<file path="src/rtl/sru_pkg.sv">
// rtl/sru_pkg.sv - shared loader state encoding and beat indices for the filter config controller
package sru_pkg;

  typedef enum logic [1:0] {
    IDLE     = 2'd0,
    LD_CONST = 2'd1,
    LD_HOLD  = 2'd2,
    COMMIT   = 2'd3
  } ld_state_t;

  localparam int BEAT_EN    = 0;
  localparam int BEAT_CONST = 1;
  localparam int BEAT_HOLD  = 2;

  function automatic logic is_loading(input ld_state_t s);
    return (s != IDLE);
  endfunction

endpackage

</file>
<file path="src/rtl/sru_hold_timer.sv">
// rtl/sru_hold_timer.sv - CFG_W down counter; a load of zero parks it so it never expires
module sru_hold_timer #(
  parameter int CFG_W = 16
) (
  input  logic             clk,
  input  logic             rst,
  input  logic             load,
  input  logic [CFG_W-1:0] load_val,
  input  logic             clear,
  output logic             expire
);

  logic [CFG_W-1:0] count;

  always_ff @(posedge clk) begin
    if (rst || clear) begin
      count <= '0;
    end else if (load) begin
      count <= load_val;
    end else if (count != '0) begin
      count <= count - 1'b1;
    end
  end

  // Expiry is the edge on which the last held cycle ends.
  assign expire = (count == CFG_W'(1));

endmodule

</file>
<file path="src/rtl/sru_filter_config_ctrl.sv">
// rtl/sru_filter_config_ctrl.sv - 3-beat config loader committing enable/constant vectors to the filter bank
module sru_filter_config_ctrl
  import sru_pkg::*;
#(
  parameter int NUM_SIG = 8,
  parameter int CFG_W   = 16
) (
  input  logic               clk,
  input  logic               rst,
  input  logic               CfgValid,
  output logic               CfgReady,
  input  logic [CFG_W-1:0]   CfgWord,
  input  logic               Abort,
  output logic [NUM_SIG-1:0] FruEn,
  output logic [NUM_SIG-1:0] RegConst,
  output logic               Active,
  output logic               Busy,
  output logic               Done
);

  ld_state_t          state;
  logic [NUM_SIG-1:0] shadow_en;
  logic [NUM_SIG-1:0] shadow_const;
  logic [CFG_W-1:0]   shadow_hold;
  logic               expire;
  logic               commit_now;
  logic [CFG_W-1:0]   hold_val;

  assign commit_now = (state == COMMIT) && !Abort;
  // An all-zero mask is a release, so it must not arm a Done pulse.
  assign hold_val   = (shadow_en == '0) ? '0 : shadow_hold;

  sru_hold_timer #(.CFG_W(CFG_W)) u_hold_timer (
    .clk      (clk),
    .rst      (rst),
    .load     (commit_now),
    .load_val (hold_val),
    .clear    (Abort),
    .expire   (expire)
  );

  always_ff @(posedge clk) begin
    if (rst) begin
      state        <= IDLE;
      shadow_en    <= '0;
      shadow_const <= '0;
      shadow_hold  <= '0;
      FruEn        <= '0;
      RegConst     <= '0;
      Done         <= 1'b0;
    end else if (Abort) begin
      state        <= IDLE;
      shadow_en    <= '0;
      shadow_const <= '0;
      shadow_hold  <= '0;
      FruEn        <= '0;
      RegConst     <= '0;
      Done         <= 1'b0;
    end else begin
      Done <= 1'b0;
      if (expire && state != COMMIT) begin
        FruEn    <= '0;
        RegConst <= '0;
        Done     <= 1'b1;
      end
      case (state)
        IDLE: if (CfgValid) begin
          shadow_en <= CfgWord[NUM_SIG-1:0];
          state     <= LD_CONST;
        end
        LD_CONST: if (CfgValid) begin
          shadow_const <= CfgWord[NUM_SIG-1:0];
          state        <= LD_HOLD;
        end
        LD_HOLD: if (CfgValid) begin
          shadow_hold <= CfgWord;
          state       <= COMMIT;
        end
        COMMIT: begin
          FruEn    <= shadow_en;
          RegConst <= shadow_const;
          state    <= IDLE;
        end
        default: state <= IDLE;
      endcase
    end
  end

  assign CfgReady = (state != COMMIT);
  assign Busy     = is_loading(state);
  assign Active   = |FruEn;

endmodule
</file>
<file path="config.mk">
export PLATFORM = sky130hd
export DESIGN_NAME = sru_filter_config_ctrl
export DESIGN_NICKNAME = d
export VERILOG_FILES = /design/src/rtl/sru_pkg.sv /design/src/rtl/sru_hold_timer.sv /design/src/rtl/sru_filter_config_ctrl.sv
export SDC_FILE = /design/constraint.sdc
export NUM_CORES = 1
export LEC_CHECK = 0
export ABC_CLOCK_PERIOD_IN_PS = 2600
export CAP_MARGIN = 20
export CORE_UTILIZATION = 54
export DETAILED_ROUTE_END_ITERATION = 10
export PLACE_DENSITY_LB_ADDON = 0.1
export SYNTH_ARGS = -nofsm -noshare
export SYNTH_HDL_FRONTEND = slang
export SYNTH_SLANG_ARGS = --single-unit
</file>
<file path="constraint.sdc">
create_clock -name clk -period 2.6 [get_ports clk]
set_input_delay 0.78 -clock clk [delete_from_list [all_inputs] [get_ports clk]]
set_output_delay 0.78 -clock clk [all_outputs]
set_load 0.05 [all_outputs]
</file>
# Word-level counts from Yosys, hierarchy flattened
# Index checks and enable logic that the tools add are counted.
dict set report word_totals {
  reg_bits 67
  latchBits 0
  mem_bits_rw 0
  mem_bits_ro 0
  out_inout_bits 20
  elab_cells 44
  n_memories 0
}
dict set report op_classes {
  n_addsub 1
  n_mul 0
  div_mod_pow 0
  magnitude_cmp 0
  eq_ne 8
  shifts 0
  mux 11
  bitwise 0
  reduce_logical 16
}
# op count
set ops {}
lappend ops {{$mux W16} 3}
lappend ops {{$mux W8} 3}
lappend ops {{$eq A16 B1 Y1 const B} 1}
lappend ops {{$reduce_bool A16 Y1} 1}
lappend ops {{$sub A16 B1 Y16 const B} 1}
lappend ops {{$logic_not A8 Y1} 1}
lappend ops {{$ne A2 B2 Y1 const B} 4}
lappend ops {{$pmux W2 S4} 1}
lappend ops {{$reduce_or A8 Y1} 1}
lappend ops {{$mux W2} 3}
lappend ops {{$reduce_and A2 Y1} 3}
lappend ops {{$reduce_bool A2 Y1} 3}
lappend ops {{$eq A2 B2 Y1 const B} 2}
lappend ops {{$reduce_and A3 Y1} 1}
lappend ops {{$eq A2 B1 Y1 const B} 1}
lappend ops {{$logic_and A1 B1 Y1} 2}
lappend ops {{$logic_not A2 Y1} 1}
lappend ops {{$reduce_or A2 Y1} 1}
lappend ops {{$logic_not A1 Y1} 1}
lappend ops {{$logic_or A1 B1 Y1} 1}
lappend ops {{$mux W1} 1}

# Logic depth before layout (Yosys ltp)
# Gate-level depths: netlist of the first run.
dict set report depth {
  word_depth 4
  mapped_depth 9
  depth_no_buf 7
}

# By module
# Synthesis of the first run repeated with hierarchy kept, for this count alone.
dict set report unflattened {
  cells_unflattened 376
  area_unflattened_um2 3110.5
}
# mod instances cells_each area_each_um2 seq_area_each_um2
set by_module_without_submodules {}
lappend by_module_without_submodules {sru_filter_config_ctrl 1 258 2079.5 1021.0}
lappend by_module_without_submodules {sru_hold_timer 1 118 1031.0 320.3}

# Least setup slack after synthesis of the first run
# Ideal clock, no wire load.
dict set report synth_timing {
  kind {input-to-reg}
  startpoint {input port Abort}
  endpoint {register u_hold_timer.count[0]}
  setup_time_ps 70
  t_arrival_ps 1891
  required_time_ps 2530
  setup_slack_ps 639
  path_stages 6
  path_buffers 2
  cell_sequence {nand2b_1 clkbuf_1 a21oi_1 clkbuf_1 a22oi_1 a21oi_1}
}
dict set report synth_between {
  elab_chain_cells 3
  elab_cells_between_ends 5
  cone_classes {mux: 1; reduce/logical: 4}
}
# item line_no
set synth_lines {}
lappend synth_lines {{start: declaration} sru_filter_config_ctrl.sv:13} ;# input logic Abort,
lappend synth_lines {{$logic_not A1 Y1} sru_filter_config_ctrl.sv:29} ;# assign commit_now = (state == COMMIT) && !Abort;
lappend synth_lines {{$logic_and A1 B1 Y1} sru_filter_config_ctrl.sv:29}
lappend synth_lines {{$mux W16 / $reduce_bool A2 Y1 (equally long branches)} n/a}
lappend synth_lines {{end signal: assignment} sru_hold_timer.sv:19} ;# count <= load_val;
lappend synth_lines {{end signal: assignment} sru_hold_timer.sv:21} ;# count <= count - 1'b1;
lappend synth_lines {{end: declaration} sru_hold_timer.sv:13} ;# logic [CFG_W-1:0] count;
# Parallel ways exist; a longest one is shown, timed or not.
# A chain may end at the register's enable or synchronous reset.

# Worst setup path after layout of the first run
dict set report layout_timing {
  startpoint {register FruEn[4]}
  endpoint {output port FruEn[4]}
}
# item line_no
set layout_rtl {}
lappend layout_rtl {{start: declaration} sru_filter_config_ctrl.sv:14} ;# output logic [NUM_SIG-1:0] FruEn,
lappend layout_rtl {{start signal: assignment} sru_filter_config_ctrl.sv:80} ;# FruEn <= shadow_en;
# No word-level cell between the ends.

==> metrics.md, run 1 <==
| Metric | Value |
|---|---|
| DRC | `0` |
| Vias | `2487` |
| Placed inst area | `3267 sq um` |
| Worst setup path start | `FruEn[4]$_SDFFE_PP0P_` |
| Maxcap violations | `0` |
| Nets@finish | `388` |
| Crit Path Max Fanout | `3` |
| Hold path cells | `2` |
| Placed Instances | `419` |
| Layout cells sized above 1 | `10.11%` |
| Seq cells post-synth | `67` |
| Power per cell area | `1159 nW/um^2` |
| Starting DRT DRC Count | `242` |
| Global-route wire length before repair | `10.52 mm` |
| Relative slew slack | `62.23%` |
| Util after Layout | `68.45%` |
| Core Area | `5107 sq um` |
| Tot GR Track Use | `25.53%` |
| Clock buffer depth | `2` |
| Area grow syn2layout | `22.49%` |
| FF-to-FF path depth | `5` |
| Critical path class | `register to output pin` |
| Fraction of the yosys area taken by sequential cells | `47.00%` |
| RD Place Congestion | `0.8853` |
| CP Launch Type | `register` |
| Hold Buf Count CTS | `0` |
| First-pass DRT Iterations | `4` |
| CTS buffer count | `9` |
| Vias/cell | `5.704` |
| Area of the multi-input gates | `1374 sq um` |
| Syn Nets | `350` |
| Slew Viols, Final | `0` |
| CP delay by family, top | `buffers and inverters` |
| Hold endpoint | `shadow_hold[10]$_SDFFE_PP0P_` |
| Status | `finished, final reports clean` |
| Crit-path cells | `clkdlybuf4s50_1` |
| Hold Vio Cnt, Final | `0` |
| Sw Share | `37.60%` |
| Worst skew pair latency | `0.34 ns` |
| Die Ht | `74.70 microns` |
| Fin crit share | `88.16%` |
| Site Rows | `26` |
| Final setup vio count | `0` |
| Reg power frac | `33.0%` |
| Width of the chip | `74.70 microns` |
| Initial Utilization | `55.88%` |
| Clock-pin slew on the worst setup and hold paths | `0.07 ns` |
| Int Pwr | `2.527 mW` |
| Reg2reg start | `u_hold_timer.count[9]$_SDFFE_PP0P_` |
| Cell Area, Synth | `2854 sq um` |
| Clock Power Share | `23.6%` |
| R2R Path End | `FruEn[2]$_SDFFE_PP0P_` |
| R2r setup slk | `0.48 ns` |
| CTS tree | `done` |
| Synth unique cells | `44` |
| Max H-tree Level | `3` |
| Number of global-route vias before repair | `2109` |
| Clk sinks | `67` |
| Sequential cell area | `1341 sq um` |
| Arr. time, crit path | `1.51 ns` |
| Io pins | `40` |
| Detail Placement HPWL | `4.386 mm` |
| Critical Path Sink Type | `output pin` |
| Worst-margin pin slew | `0.5614 ns` |
| Number of flops mapped to enable cells by yosys | `0` |
| Antenna cell count | `0` |
| Initial antenna violation count | `0` |
| Asr flop ratio synth | `0%` |
| Die ar. | `5580 sq um` |
| CP required | `1.82 ns` |
| Sw Pwr | `1.523 mW` |
| CP max stage cell | `clkdlybuf4s50_1` |
| Combinational power share | `43.4%` |
| Primary FF master, synth | `dfxtp_1` |
| Achievable Freq | `0.4363 GHz` |
| Fin crit period | `2.292 ns` |
| Worst Hold Launch | `shadow_hold[10]$_SDFFE_PP0P_` |
| Setup Skew | `0.008089 ns` |
| Most frequent cells in the layout | `dfxtp_1 (67), nand2_1 (59), a21oi_1 (42)` |
| Post-route ant nets | `0` |
| Buf+Inv Stages, Crit Path | `1` |
| Most common cell after layout, fill and taps aside | `dfxtp_1` |
| Leak pwr | `1.300 nW` |
| RSZ-0062 raised after global routing | `no` |
| Power consumption | `4.050 mW` |
| Final wirelength | `6.375 mm` |
| Hold/Removal Path Class | `register to register` |
| Cells after Synth | `323` |
| Wirelength per Cell | `14.62 microns` |
| GRT overflow | `0` |
| Non-Filler Instances | `436` |
| Final Cell Area | `3496 sq um` |
| Synth Warn # | `0` |
| Largest net degree at the start of global routing | `22` |
| Peak VDD IR | `542.8 uV` |
| Mean area per synthesized cell | `8.836 sq um` |
| Root buf cell | `clkbuf_8` |
| Crit-path max cell delay | `0.81 ns` |
| Fillers | `436` |
| I/O Buffers | `39` |
==> state kept, by name, indices dropped and copies added, names as in the netlist <==
signal and flops:
shadow_hold 16, u_hold_timer.count 16, FruEn 8, RegConst 8, shadow_const 8, shadow_en 8, state 2, Done 1
==> worst min-delay path: cells and delay by family, from the launching register on <==
kind            cells  cell delay [ns]
simple gates        1             0.05
flops               1             0.31
compound gates      1             0.05
==> synth_stat cells, types with 2 or more instances <==
cell type | instances | area, sq um
dfxtp_1 | 67 | 1341
nand2_1 | 59 | 221.5
a21oi_1 | 42 | 210.2
nand3_1 | 19 | 95.09
nor2_1 | 18 | 67.56
a22o_1 | 13 | 113.9
clkbuf_1 | 12 | 45.04
a22oi_1 | 10 | 75.07
ha_1 | 7 | 87.58
inv_1 | 7 | 26.28
nor4_1 | 7 | 43.79
nor3_1 | 6 | 30.03
buf_6 | 5 | 56.30
xnor2_1 | 5 | 43.79
o21ai_0 | 4 | 20.02
a22o_2 | 3 | 30.03
buf_1 | 3 | 11.26
or4_1 | 3 | 22.52
xor2_1 | 3 | 26.28
a211oi_1 | 2 | 15.01
and3_2 | 2 | 15.01
nor3b_1 | 2 | 15.01
nor4_4 | 2 | 42.54
or3_1 | 2 | 12.51
==> metrics by stage <==
step	hold slack, ns	setup WS, ns	TNS, ns
after floorplan	0.4357	0.6394	0
after global placement	0.4473	-0.1701	-1.565
after detailed placement	0.4484	-0.2347	-2.248
after CTS	0.4585	0.06429	0
after global routing	0.4748	0.2253	0
final	0.4586	0.3078	0
==> routing by layer <==
layer / part of all wire, % / wire (microns) / track usage, %
met3: 5.1 / 324 / 6.961
met1: 51 / 3251 / 38.04
met5: 0 / 0 / 0
met4: 1.5 / 95 / 11.32
met2: 42 / 2703 / 34.03
==> layout make-up <==
cell class,instances,share of cell area (%)
inverter,7,0.7516
tap,70,2.505
clock inverter,4,2.112
timing repair buffer,47,12.81
clock buffer,12,4.152
sequential,67,38.37
multi-input combinational,229,39.30
==> repair_timing <==
action	in CTS	in global routing
hold endpoints to repair	0	0
resized for setup	0	1
setup endpoints to repair	0	1
setup buffers	0	0
==> cell families after synthesis <==
logic type	Yosys count	synth area share, %
compound gates	85	19.95
xor+xnor	8	2.455
fa+ha+maj	7	3.069
buf+inv	27	4.866
flops	67	47.00
simple gates	129	22.67
==> power groups by stage <==
stage / clock, mW / combinational (mW) / sequential [mW]
after floorplan: 0 / 1.57 / 1.32
after global placement: 0 / 1.70 / 1.35
after detailed placement: 0 / 1.73 / 1.35
after CTS: 0.967 / 1.74 / 1.33
after global routing: 1.03 / 1.97 / 1.36
final: 0.957 / 1.76 / 1.33
==> worst max-delay path by stage <==
| stage | endpoint | slack [ns] | depth (start not counted) |
|---|---|---|---|
| floorplan | u_hold_timer.count[0]$_SDFFE_PP0P_ | 0.64 | 6 |
| global placement | u_hold_timer.count[5]$_SDFFE_PP0P_ | -0.17 | 5 |
| detailed placement | u_hold_timer.count[5]$_SDFFE_PP0P_ | -0.23 | 5 |
| CTS | Active | 0.06 | 3 |
| global route | Busy | 0.23 | 4 |
| finish | FruEn[4] | 0.31 | 1 |
(Power assumes the default switching activity.)
==> run 2: changes to the inputs <==
--- a/config.mk
+++ b/config.mk
@@ -7,9 +7,10 @@
 export LEC_CHECK = 0
 export ABC_CLOCK_PERIOD_IN_PS = 2600
 export CAP_MARGIN = 20
-export CORE_UTILIZATION = 54
+export CORE_UTILIZATION = 55
 export DETAILED_ROUTE_END_ITERATION = 10
 export PLACE_DENSITY_LB_ADDON = 0.1
 export SYNTH_ARGS = -nofsm -noshare
 export SYNTH_HDL_FRONTEND = slang
+export SYNTH_HIERARCHICAL = 1
 export SYNTH_SLANG_ARGS = --single-unit
==> run 2 against run 1 <==
Die area grew 6.8%. Register-to-register slack improved by 0.02 ns. Cell area up 8.9%. Worst hold slack worse by 0.0066 ns. Utilization up 1.1 points. Setup slack got worse by 0.0049 ns. Via count is 9.0% higher. Sequential share of layout area shrank 3.1 points. Synthesized area is 9.0% higher. Global-route usage about the same.
==> metrics.md, run 2 <==
| Metric | Value |
|---|---|
| Synth Warn # | `6` |
| Post-route ant nets | `0` |
| Buf+Inv Stages, Crit Path | `1` |
| Area of the multi-input gates | `1618 sq um` |
| Power per cell area | `962.7 nW/um^2` |
| CP delay by family, top | `buffers and inverters` |
| Setup TNS | `0 ns` |
| Critical Path Sink Type | `output pin` |
| Fin crit share | `88.35%` |
| First-pass DRT Iterations | `4` |
| Wirelength per Cell | `14.02 microns` |
| Slew Viols, Final | `0` |
| Most common cell after layout, fill and taps aside | `dfxtp_1` |
| Util after Layout | `69.57%` |
| Achievable Freq | `0.4353 GHz` |
| Worst skew pair latency | `0.35 ns` |
| Syn Nets | `402` |
| Vias/cell | `5.523` |
| Nets@finish | `440` |
| Fillers | `467` |
| Starting DRT DRC Count | `170` |
| Synth top cells by count | `dfxtp_1 (67), a21oi_1 (57), nand2_1 (56)` |
| Critical path class | `register to output pin` |
| Final wirelength | `6.886 mm` |
| Fin crit period | `2.297 ns` |
| CP max stage cell | `clkdlybuf4s50_1` |
| Seq cells post-synth | `67` |
| Crit-path cells | `clkdlybuf4s50_1` |
| CP Launch Type | `register` |
| Initial antenna violation count | `0` |
| Final setup vio count | `0` |
| Final WS setup | `0.3029 ns` |
| Root buf cell | `clkbuf_8` |
| Initial Utilization | `56.84%` |
| R2r setup slk | `0.50 ns` |
| CTS buffer count | `9` |
| Synth unique cells | `45` |
| Global-route wire length before repair | `11.85 mm` |
| Number of global-route vias before repair | `2490` |
| Most common cell in the netlist | `dfxtp_1` |
| Fraction of the yosys area taken by sequential cells | `43.12%` |
| Clock-pin slew on the worst setup and hold paths | `0.07 ns` |
| RD Place Congestion | `0.8918` |
| Tot GR Track Use | `25.48%` |
| Non-Filler Instances | `491` |
| DRC | `0` |
| Worst-margin pin slew | `0.8759 ns` |
| Arr. time, crit path | `1.52 ns` |
| Clk sinks | `67` |
| Site Rows | `27` |
| Sequential cell area | `1341 sq um` |
| Setup Skew | `0.007901 ns` |
| Maxcap violations | `0` |
| Asr flop ratio synth | `0%` |
| Largest net degree at the start of global routing | `33` |
| Hold Vio Cnt, Final | `0` |
| Die Ht | `77.20 microns` |
| Status | `finished, final reports clean` |
| Die ar. | `5960 sq um` |
| Number of flops mapped to enable cells by yosys | `0` |
| Width of the chip | `77.20 microns` |
| Placed Instances | `475` |
| Yosys top cell area share | `43.12%` |
| Peak VDD IR | `606.3 uV` |
| Leading area contributor after synthesis | `dfxtp_1` |
| Power consumption | `3.665 mW` |
| Top Registers | `shadow_hold: 16 flops, u_hold_timer/count: 16 flops` |
| Hold/Removal Path Class | `register to register` |
| Detail Placement HPWL | `4.817 mm` |
| GRT overflow | `0` |
| Mean area per synthesized cell | `8.273 sq um` |
| CP required | `1.82 ns` |
| Most frequent cells in the layout | `dfxtp_1 (67), a21oi_1 (57), nand2_1 (56)` |
| Relative slew slack | `41.07%` |
| Pre-CTS setup slack | `0.3161 ns` |
| Leak pwr | `1.480 nW` |
| Antenna cell count | `0` |
| CTS tree | `done` |
| RSZ-0062 raised after global routing | `no` |
| Cells after Synth | `376` |
| Clock buffer depth | `2` |
| Top cells by area, synth | `dfxtp_1 (43%), a21oi_1 (9.2%), nand2_1 (6.8%)` |
| Crit-path max cell delay | `0.81 ns` |
| Core Area | `5473 sq um` |
| Crit Path Max Fanout | `3` |
| Vias | `2712` |
| I/O Buffers | `39` |
| Primary FF master, synth | `dfxtp_1` |
| Area grow syn2layout | `22.41%` |
| Cell Area, Synth | `3110 sq um` |
| Io pins | `40` |
| Layout cells sized above 1 | `10.02%` |
| Max H-tree Level | `3` |
==> run 2: cell type report <==
class                           instances  share of cell area (%)
Clock buffer                           13                   4.699
Clock inverter                          3                   1.775
Inverter                                9                  0.8873
Multi-Input combinational cell        276                   42.49
Sequential cell                        67                   35.23
Tap cell                               72                   2.366
Timing Repair Buffer                   51                   12.55
==> run 2: path summary, 6_finish.rpt <==
path	start	cells after the start	endpoint
setup / recovery	FruEn[1]$_SDFFE_PP0P_	1	FruEn[1]
hold / removal	shadow_hold[4]$_SDFFE_PP0P_	2	shadow_hold[4]$_SDFFE_PP0P_
setup reg to reg	u_hold_timer/count[0]$_SDFFE_PP0P_	6	u_hold_timer/count[0]$_SDFFE_PP0P_
hold reg to reg	shadow_hold[4]$_SDFFE_PP0P_	2	shadow_hold[4]$_SDFFE_PP0P_
==> run 2: repair_timing <==
action | 4_1_cts | 5_1_grt
gates resized for setup | 0 | 1
setup endpoints to repair | 0 | 1
hold buffers | 0 | 0
setup buffers | 0 | 0
==> run 2: power by group <==
group          internal (mW)  switching [mW]
Clock                  0.645           0.406
Combinational          0.575           0.786
Sequential              1.13           0.128
==> run 2: kinds of logic (layout without fill, tap and decap cells) <==
logic type | after synthesis | after routing | synth area share (%)
buffers and inverters | 33 | 76 | 4.867
XOR/XNOR | 8 | 8 | 2.252
flip-flops | 67 | 67 | 43.12
AND/OR/NAND/NOR | 178 | 178 | 30.29
multiplexers | 1 | 1 | 0.3218
adder cells (fa/ha/maj) | 6 | 6 | 2.413
AO/OA/AOI/OAI | 83 | 83 | 16.73
==> run 2: layer usage <==
layer / GRT usage (%) / up-vias / share of wire, %
li1: - / 1395 / -
met1: 36.59 / 1250 / 51
met2: 36.37 / 52 / 44
met3: 4.524 / 15 / 3.8
met4: 12.45 / 0 / 2.1
met5: 0 / - / 0
==> run 2: per-stage QoR <==
stage	hold WS, ns	cell area (sq um)
after global routing	0.4722	3807
after floorplan	0.4317	3110
after global placement	0.4377	3558
after CTS	0.4533	3805
final	0.4520	3807
after detailed placement	0.4433	3558
==> run 3: changes to the inputs <==
--- a/config.mk
+++ b/config.mk
@@ -5,7 +5,6 @@
 export SDC_FILE = /design/constraint.sdc
 export NUM_CORES = 1
 export LEC_CHECK = 0
-export ABC_CLOCK_PERIOD_IN_PS = 2600
 export CAP_MARGIN = 20
 export CORE_UTILIZATION = 55
 export DETAILED_ROUTE_END_ITERATION = 10
==> results of run 3 <==
No change in the layout: final DEF, timing and power equal those of run 2.
